$ cat src/rtl/zebra_stripe_profiler.sv
// Streaming zebra-crossing detector: binarises pixels, counts stripe runs in a set of
// horizontal bands and reports a hysteresis-filtered verdict once per frame.
module zebra_stripe_profiler #(
   parameter int IMG_WIDTH   = 640,
   parameter int IMG_HEIGHT  = 480,
   parameter int W           = 8,
   parameter int NUM_BANDS   = 4,
   parameter int BAND_START  = 240,
   parameter int BAND_PITCH  = 48,
   parameter int BAND_ROWS   = 8,
   parameter int MIN_RUN     = 4,
   parameter int MAX_RUN     = 120,
   parameter int MIN_STRIPES = 3,
   parameter int MIN_ROWS    = 4,
   parameter int MIN_BANDS   = 2,
   parameter int HYST_FRAMES = 2
) (
   input  logic                 clk,
   input  logic                 rst_n,
   input  logic                 x_valid,
   output logic                 x_ready,
   input  logic [W-1:0]         x_data,
   input  logic [W-1:0]         bin_threshold,
   input  logic                 frame_restart,
   output logic                 det_valid,
   input  logic                 det_ready,
   output logic                 crossing_detected,
   output logic [7:0]           stripe_count,
   output logic [NUM_BANDS-1:0] band_hits,
   output logic                 det_overrun
);

   localparam int COL_W  = (IMG_WIDTH  > 1) ? $clog2(IMG_WIDTH)  : 1;
   localparam int ROW_W  = (IMG_HEIGHT > 1) ? $clog2(IMG_HEIGHT) : 1;
   localparam int RUN_W  = $clog2(MAX_RUN + 2);
   localparam int RC_MAXV = (BAND_ROWS > MIN_ROWS) ? BAND_ROWS : MIN_ROWS;
   localparam int RC_W   = $clog2(RC_MAXV + 1);
   localparam int HC_W   = $clog2(HYST_FRAMES + 1);
   localparam int HIT_W  = $clog2(NUM_BANDS + 1);
   localparam int LAST_BAND_ROW = BAND_START + (NUM_BANDS - 1) * BAND_PITCH + BAND_ROWS - 1;

   localparam logic [COL_W-1:0] LAST_COL  = COL_W'(IMG_WIDTH - 1);
   localparam logic [ROW_W-1:0] LAST_ROW  = ROW_W'(IMG_HEIGHT - 1);
   localparam logic [RUN_W-1:0] RUN_SAT   = RUN_W'(MAX_RUN + 1);
   localparam logic [RC_W-1:0]  RC_MAX    = {RC_W{1'b1}};
   localparam logic [HC_W-1:0]  HYST_LAST = HC_W'(HYST_FRAMES - 1);

   localparam logic [1:0] ST_IDLE  = 2'd0;
   localparam logic [1:0] ST_SCAN  = 2'd1;
   localparam logic [1:0] ST_CLOSE = 2'd2;

   generate
      if (BAND_PITCH < BAND_ROWS) begin : g_pitch_check
         $error("zebra_stripe_profiler: BAND_PITCH must be >= BAND_ROWS");
      end
      if (LAST_BAND_ROW >= IMG_HEIGHT) begin : g_height_check
         $error("zebra_stripe_profiler: last band row lies outside the frame");
      end
   endgenerate

   logic [1:0]             state;
   logic [COL_W-1:0]       col;
   logic [ROW_W-1:0]       row;
   logic [RUN_W-1:0]       run_len;
   logic [7:0]             row_stripes;
   logic [RC_W-1:0]        band_rows [NUM_BANDS];
   logic [7:0]             frame_max;
   logic [HC_W-1:0]        hyst_cnt;

   logic                   accept;
   logic [COL_W-1:0]       cur_col;
   logic [ROW_W-1:0]       cur_row;
   logic [RUN_W-1:0]       cur_run;
   logic [7:0]             cur_stripes;
   logic                   pix_one;
   logic                   last_col;
   logic                   last_row;
   logic [RUN_W-1:0]       run_next;
   logic                   run_close;
   logic                   stripe_hit;
   logic [7:0]             stripes_next;
   logic                   row_qual;
   logic [NUM_BANDS-1:0]   in_band;
   logic                   band_row;
   logic [NUM_BANDS-1:0]   band_hit;
   logic [HIT_W-1:0]       hit_count;
   logic                   verdict;

   assign accept   = x_valid && x_ready;
   assign band_row = |in_band;

   // A restart makes the coincident pixel the first of a fresh frame, so all
   // per-row state is seen as cleared when processing it.
   always_comb begin
      cur_col      = frame_restart ? '0 : col;
      cur_row      = frame_restart ? '0 : row;
      cur_run      = frame_restart ? '0 : run_len;
      cur_stripes  = frame_restart ? '0 : row_stripes;
      pix_one      = x_data >= bin_threshold;
      last_col     = cur_col == LAST_COL;
      last_row     = cur_row == LAST_ROW;
      run_next     = cur_run;
      if (pix_one && cur_run != RUN_SAT) run_next = cur_run + 1'b1;
      run_close    = !pix_one || last_col;
      stripe_hit   = run_close && (run_next >= RUN_W'(MIN_RUN)) && (run_next <= RUN_W'(MAX_RUN));
      stripes_next = cur_stripes;
      if (stripe_hit && cur_stripes != 8'hFF) stripes_next = cur_stripes + 8'd1;
      row_qual     = stripes_next >= 8'(MIN_STRIPES);
   end

   for (genvar b = 0; b < NUM_BANDS; b++) begin : g_band
      localparam int LO = BAND_START + b * BAND_PITCH;
      localparam int HI = LO + BAND_ROWS - 1;
      assign in_band[b]  = (cur_row >= ROW_W'(LO)) && (cur_row <= ROW_W'(HI));
      assign band_hit[b] = band_rows[b] >= RC_W'(MIN_ROWS);
   end

   always_comb begin
      hit_count = '0;
      for (int b = 0; b < NUM_BANDS; b++) hit_count = hit_count + HIT_W'(band_hit[b]);
      verdict = hit_count >= HIT_W'(MIN_BANDS);
   end

   always_ff @(posedge clk or negedge rst_n) begin
      if (!rst_n) x_ready <= 1'b0;
      else        x_ready <= 1'b1;
   end

   always_ff @(posedge clk or negedge rst_n) begin
      if (!rst_n) begin
         col <= '0;
         row <= '0;
      end else if (accept) begin
         col <= last_col ? '0 : cur_col + 1'b1;
         if (last_col) row <= last_row ? '0 : cur_row + 1'b1;
         else          row <= cur_row;
      end else if (frame_restart) begin
         col <= '0;
         row <= '0;
      end
   end

   always_ff @(posedge clk or negedge rst_n) begin
      if (!rst_n) begin
         run_len     <= '0;
         row_stripes <= '0;
      end else if (accept && band_row && !last_col) begin
         run_len     <= run_close ? '0 : run_next;
         row_stripes <= stripes_next;
      end else if (accept || frame_restart) begin
         run_len     <= '0;
         row_stripes <= '0;
      end
   end

   // Frame accumulators are read in CLOSE and cleared there for the next frame.
   always_ff @(posedge clk or negedge rst_n) begin
      if (!rst_n) begin
         for (int b = 0; b < NUM_BANDS; b++) band_rows[b] <= '0;
         frame_max <= '0;
      end else if (frame_restart || state == ST_CLOSE) begin
         for (int b = 0; b < NUM_BANDS; b++) band_rows[b] <= '0;
         frame_max <= '0;
      end else if (accept && band_row && last_col) begin
         for (int b = 0; b < NUM_BANDS; b++) begin
            if (in_band[b] && row_qual && band_rows[b] != RC_MAX)
               band_rows[b] <= band_rows[b] + 1'b1;
         end
         if (stripes_next > frame_max) frame_max <= stripes_next;
      end
   end

   always_ff @(posedge clk or negedge rst_n) begin
      if (!rst_n) begin
         state <= ST_IDLE;
      end else if (frame_restart) begin
         state <= accept ? ST_SCAN : ST_IDLE;
      end else begin
         case (state)
            ST_IDLE:  if (accept) state <= ST_SCAN;
            ST_SCAN:  if (accept && last_col && last_row) state <= ST_CLOSE;
            ST_CLOSE: state <= ST_IDLE;
            default:  state <= ST_IDLE;
         endcase
      end
   end

   // Result register: loaded in CLOSE, held until consumed; an unconsumed
   // result being replaced raises a one-cycle overrun flag.
   always_ff @(posedge clk or negedge rst_n) begin
      if (!rst_n) begin
         det_valid         <= 1'b0;
         det_overrun       <= 1'b0;
         crossing_detected <= 1'b0;
         stripe_count      <= '0;
         band_hits         <= '0;
         hyst_cnt          <= '0;
      end else begin
         det_overrun <= 1'b0;
         if (state == ST_CLOSE) begin
            det_valid    <= 1'b1;
            det_overrun  <= det_valid && !det_ready;
            stripe_count <= frame_max;
            band_hits    <= band_hit;
            if (verdict != crossing_detected) begin
               if (hyst_cnt == HYST_LAST) begin
                  crossing_detected <= verdict;
                  hyst_cnt          <= '0;
               end else begin
                  hyst_cnt <= hyst_cnt + 1'b1;
               end
            end else begin
               hyst_cnt <= '0;
            end
         end else if (det_valid && det_ready) begin
            det_valid <= 1'b0;
         end
      end
   end

endmodule

$ cat config.mk
export PLATFORM = sky130hd
export DESIGN_NAME = zebra_stripe_profiler
export DESIGN_NICKNAME = d
export VERILOG_FILES = /design/src/rtl/zebra_stripe_profiler.sv
export SDC_FILE = /design/constraint.sdc
export NUM_CORES = 1
export LEC_CHECK = 0
export ABC_AREA = 1
export CAP_MARGIN = 10
export CORE_ASPECT_RATIO = 0.9
export CORE_UTILIZATION = 50
export CTS_CLUSTER_SIZE = 25
export DETAILED_ROUTE_END_ITERATION = 6
export PLACE_DENSITY = 0.71
export SLEW_MARGIN = 10
export SYNTH_ARGS = -nofsm -noshare
export SYNTH_HDL_FRONTEND = slang
export SYNTH_SLANG_ARGS = --single-unit
$ cat constraint.sdc
create_clock -name clk -period 3.1 [get_ports clk]
set_input_delay 0.465 -clock clk [delete_from_list [all_inputs] [get_ports clk]]
set_output_delay 0.465 -clock clk [all_outputs]
set_load 0.03 [all_outputs]
# Word level (Yosys, flattened, before mapping)
# Cells that the tools add are included.
op_classes:
  n_reduce_logical: 47
  magnitude_cmp: 18
  n_eq_ne: 14
  mux: 35
  n_addsub: 12
ops:
  columns: ["op", "count"]
  rows:
  - ["8-bit 2-to-1 mux", 7]
  - ["9-bit 2-to-1 mux", 4]
  - ["7-bit 2-to-1 mux", 5]
  - ["16-bit 2-to-1 mux", 2]
  - ["10-bit 2-to-1 mux", 3]
  - ["9-bit greater-or-equal comparator (second input constant)", 3]
  - ["9-bit less-or-equal comparator (second input constant)", 3]
  - ["1-bit logical AND", 24]
  - ["4-bit by 1-bit adder with 4-bit output (second input constant)", 4]
  - ["4-bit by 3-bit greater-or-equal comparator with 1-bit output (second input constant)", 4]
  - ["4-bit 2-to-1 mux", 4]
  - ["4-bit inequality test (second input constant)", 4]
  - ["2-bit nonzero test", 8]
  - ["2-bit AND reduction", 6]
  - ["10-bit by 1-bit adder with 10-bit output (second input constant)", 1]
  - ["10-bit equality test (second input constant)", 1]
  - ["2-bit 2-to-1 mux", 5]
  - ["9-bit by 1-bit adder with 9-bit output (second input constant)", 1]
  - ["9-bit equality test (second input constant)", 1]
  - ["9-bit by 8-bit greater-or-equal comparator with 1-bit output (second input constant)", 1]
  - ["9-bit by 8-bit less-or-equal comparator with 1-bit output (second input constant)", 1]
  - ["8-bit by 1-bit adder with 8-bit output (second input constant)", 1]
  - ["8-bit by 2-bit greater-or-equal comparator with 1-bit output (second input constant)", 1]
  - ["8-bit greater-or-equal comparator", 1]
  - ["22 further kinds", 31]
word_totals:
  out_inout_bits: 16
  regBits: 78
  word_cells: 143

# Longest topological paths before layout
logic_depth:
  depth_word: 15
  mapped_depth: 31

# Least setup slack after synthesis
# OpenSTA, ideal clock, no wires.
synth_path:
  path_kind: "input to register"
  startpoint: "in frame_restart"
  endpoint: "reg frame_max[5]"
  n_path_buf: 3
  required_ns: 3.034
  path_stages: 23
  setup_time_ns: 0.066
  arrival_ns: 3.421
  slack_ns: -0.387
  cell_sequence: "buf_6 -> buf_2 -> buf_1 -> nor2_1 -> ha_1 -> inv_1 -> nor3_1 -> nand3_1 -> a21oi_2 -> nand3_4 -> nor2_2 -> xor2_1 -> inv_1 -> ha_1 -> nand2_1 -> inv_1 -> nand2_1 -> inv_1 -> a21boi_0 -> nand2_2 -> nand2_2 -> nand3_1 -> nand2_1"
synth_via:
  elab_chain_len: 12
synth_rtl:
  columns: ["item", "line", "rtl"]
  rows:
  - ["start: declaration", "24", "input logic frame_restart,"]
  - ["branches (longest 12 deep; another with 8-bit greater-than comparator)", null, null]
  - ["end signal: assignment", "169", "if (stripes_next > frame_max) frame_max <= stripes_next;"]
  - ["end: declaration", "67", "logic [7:0] frame_max;"]
# Several ways; the timed one is not identified. The select of a mux whose other input is x is not followed.
# A chain may end at the register's enable or synchronous reset.

# Worst setup path after layout
layout_path:
  startpoint: "reg run_len[1]"
  endpoint: "reg frame_max[1]"
layout_via:
  elab_chain_len: 12
layout_rtl:
  columns: ["item", "line", "rtl"]
  rows:
  - ["start: declaration", "64", "logic [RUN_W-1:0] run_len;"]
  - ["start signal: assignment", "148", "run_len <= run_close ? '0 : run_next;"]
  - ["7-bit 2-to-1 mux *", "97", "cur_run = frame_restart ? '0 : run_len;"]
  - ["branches (longest 2 deep; another with 7-bit by 1-bit adder with 7-bit output)", null, null]
  - ["7-bit 2-to-1 mux *", "103", "if (pix_one && cur_run != RUN_SAT) run_next = cur_run + 1'b1;"]
  - ["7-bit by 3-bit greater-or-equal comparator with 1-bit output", "105", "stripe_hit = run_close && (run_next >= RUN_W'(MIN_RUN)) && (run_next <= RUN_W'(MAX_RUN));"]
  - ["1-bit logical AND", "105", null]
  - ["1-bit logical AND *", "105", null]
  - ["1-bit logical AND *", "107", "if (stripe_hit && cur_stripes != 8'hFF) stripes_next = cur_stripes + 8'd1;"]
  - ["8-bit 2-to-1 mux *", "107", null]
  - ["8-bit greater-than comparator or 8-bit 2-to-1 mux (tied branches)", "169", null]
  - ["2-bit nonzero test (no line) or 8-bit 2-to-1 mux (tied branches)", null, null]
  - ["2-bit AND reduction (no line) or 8-bit 2-to-1 mux (tied branches)", null, null]
# Mark *: on every way between the ends. The select of a mux whose other input is x is not followed.

==> out/metrics.cfg <==
[sta]
rsz0062_at_grt = true
fin_crit_ps = 3485
relSlewSlack_pct = 32.89
fin_skew_ps = 9.029
min_period_over_period_pct = 112.4
setup_slack_ps = -384.9
worstMarginPinSlew_ps = 1007
setup_viol = 25
fin_setup_tns_ps = -4305
timing.fmax_ghz = 0.2870
whs_ps = 235.0
drv_slew = 0
hold_viol_final = 0

[clock_network]
insertion_delay_ps = 360
numCtsBuffers = 9
clkSinkCount = 78
htreeDepth = 3
cts_max_path_buffers = 2
cts_root_buffer = clkbuf_8
clk_pin_slew_worst_paths_ps = 80
cts_tree = yes

[power]
p_seq_share_pct = 47.7
power_frac_comb_pct = 17.6
p_leak_nw = 3.541
switchingPower_w = 0.0005770
p_int_w = 0.001569
swShare_pct = 26.89
ir_drop_mv = 0.2470
p_clk_share_pct = 34.7
powerDensity_nw_per_um2 = 297.1

[yosys]
ys_seq_area_share_pct = 38.90
synth_cell_types = 47
netlist_area_um2 = 5017
yosys_warnings = 0
synthesis.instances = 674
synth_nets = 720
synthFlopType = dfrtp_1
ys_seq_elements = 78
avgSynthCellArea_um2 = 7.444
ys_async_sr_fraction_pct = 100.0
synth_edf_count = 0

[critical_path]
required_ps = 3350
reg2reg_from = run_len[1]
path_class = flip-flop to flip-flop
crit_fanout = 8
reg2reg_to = frame_max[1]
r2r_slack_ps = -380
cp-end-kind = flip-flop
cp.arrival_ps = 3730
cp-start-kind = flip-flop
r2r_cells = 24

[place]
port-buffer-count = 36
placed_area_um2 = 6276
gp_congestion = 0.9512
hpwl_um = 9240

[cells_and_area]
antenna_cells = 0
final_cell_mix = buf_4, nand2_1, inv_1
fill_cells = 672
area_delta_synth_final_pct = 43.94
final_common_cell = buf_4
fin_nets = 885
fin_area_um2 = 7222
layout-drive-gt1-share_pct = 33.65

[detailed_routing]
firstDrtPassIters = 5
vias_per_cell = 5.418
wirelength_um = 15590
routed-via-count = 5239
drc = 0
postRouteAntennaNets = 0
wl_per_cell_um = 16.12
first_iter_violations = 344

[floorplan]
floorplan.die_area_um2 = 10440
ioPinCount = 37
die_height_um = 97.03
start_util_pct = 51.73
die_w_um = 107.6
core_area_um2 = 9699
num_rows = 34

[flow_run]
drv_cap = 0

[worst_hold_path]
hold_path_class = input pin to asynchronous set/reset pin

[global_route]
grt_pass1_vias = 5147
grt_overflow = 0
grt_pass1_wl_um = 23690
track_usage_pct = 28.80
antenna_found_initial = 0
grt_max_degree = 79

[run_status]
status = finished, violations left
violations = negative setup slack

-- per-layer routing --
metal	vias up	GRT usage [%]	share of wire [%]
met5	-	0	0
li1	2496	-	-
met4	0	13.07	3.5
met2	185	46.75	49
met1	2497	36.69	42
met3	61	5.863	4.7
-- worst max-delay path: stages (launching register included) --
cell and delay, ps:
dfrtp_1 420, inv_2 110, nor2_4 50, inv_2 80
ha_4 150, nand4_4 180, nand2_8 210, nand2_4 80
o21ai_4 90, nand3_2 110, nand2_2 130, nand3_4 170
buf_4 200, o21ai_4 160, inv_2 80, ha_4 280
inv_2 30, o21bai_1 130, nand4_1 140, nand2_1 140
nand2_2 70, nand2_4 90, nand2_4 110, nand3_2 90
nand2_1 60
-- layout make-up --
class	count	area [um^2]	area share, %
Clock buffer	11	141.4	1.958
Clock inverter	2	35.03	0.4851
Inverter	118	450.4	6.237
Multi-Input combinational cell	462	3080	42.65
Sequential cell	78	1952	27.03
Tap cell	126	157.7	2.183
Timing Repair Buffer	170	1405	19.46
-- repair_timing --
item                       4_1_cts  5_1_grt
hold endpoints to repair         0        0
resized for setup               84       71
cloned                           0        2
setup endpoints to repair       24       25
setup buffers                   31       10
pin swaps                       57       60
hold buffers                     0        0
-- flip-flops by register name, summed over array words and instances, names as in the netlist --
| register | cells |
|---|---|
| band_hits | 4 |
| hyst_cnt | 2 |
| det_valid | 1 |
| col | 10 |
| crossing_detected | 1 |
| frame_max | 8 |
| band_rows | 16 |
| det_overrun | 1 |
| x_ready | 1 |
| state | 2 |
| stripe_count | 8 |
| row | 9 |
| run_len | 7 |
| row_stripes | 8 |
-- power groups by stage --
stage	Combinational (W)	Clock, W	Sequential, W
final	0.000378	0.000745	0.00102
after global routing	0.000403	0.000794	0.00102
after CTS	0.000310	0.000753	0.00102
after detailed placement	0.000241	0	0.00104
after global placement	0.000233	0	0.00104
after floorplan	0.000128	0	0.00104
-- Yosys cell counts, types with 2 or more instances --
| library cell | count | area [um^2] |
|---|---|---|
| nand2_1 | 135 | 506.7 |
| inv_1 | 114 | 427.9 |
| dfrtp_1 | 78 | 1952 |
| nor2_1 | 76 | 285.3 |
| nand3_1 | 57 | 285.3 |
| o21ai_0 | 34 | 170.2 |
| nand4_1 | 33 | 206.5 |
| ha_1 | 24 | 300.3 |
| xor2_1 | 16 | 140.1 |
| nand2_2 | 11 | 68.82 |
| o22ai_1 | 11 | 68.82 |
| a21oi_1 | 10 | 50.05 |
| nor3_1 | 9 | 45.04 |
| clkbuf_1 | 8 | 30.03 |
| nor2_2 | 5 | 31.28 |
| nor4_1 | 5 | 31.28 |
| xnor2_1 | 5 | 43.79 |
| buf_2 | 4 | 20.02 |
| buf_6 | 3 | 33.78 |
| inv_2 | 3 | 11.26 |
| o21ai_1 | 3 | 15.01 |
| a211oi_1 | 2 | 15.01 |
| nand3_2 | 2 | 20.02 |
| nor2_4 | 2 | 22.52 |
| or2_2 | 2 | 12.51 |
-- stage by stage --
step	total power [W]	utilization, %	std cells	setup slack (ps)
after global routing	0.002220	74.46	967	-499.2
after CTS	0.002086	70.65	957	-108.4
after floorplan	0.001172	-	674	-197.7
after global placement	0.001276	64.71	913	-838.8
after detailed placement	0.001284	64.71	913	-961.7
final	0.002146	74.46	967	-384.9
-- kinds of logic after synthesis --
group           share of synthesized area, %
other cells                          0.07474
mux                                   0.2244
fa+ha+maj                              6.384
flops                                  38.90
buf+inv                                10.67
compound gates                         8.080
xor+xnor                               3.990
simple gates                           31.67
-- worst max-delay path by stage --
stage,end,cells after the start,from
final,frame_max[1],24,run_len[1]
after global routing,frame_max[2],24,run_len[1]
after CTS,frame_max[7],26,run_len[1]
after detailed placement,frame_max[3],29,frame_restart
after global placement,frame_max[3],29,frame_restart
after floorplan,frame_max[3],24,frame_restart
Note: power is estimated with default switching activity, not from simulation.
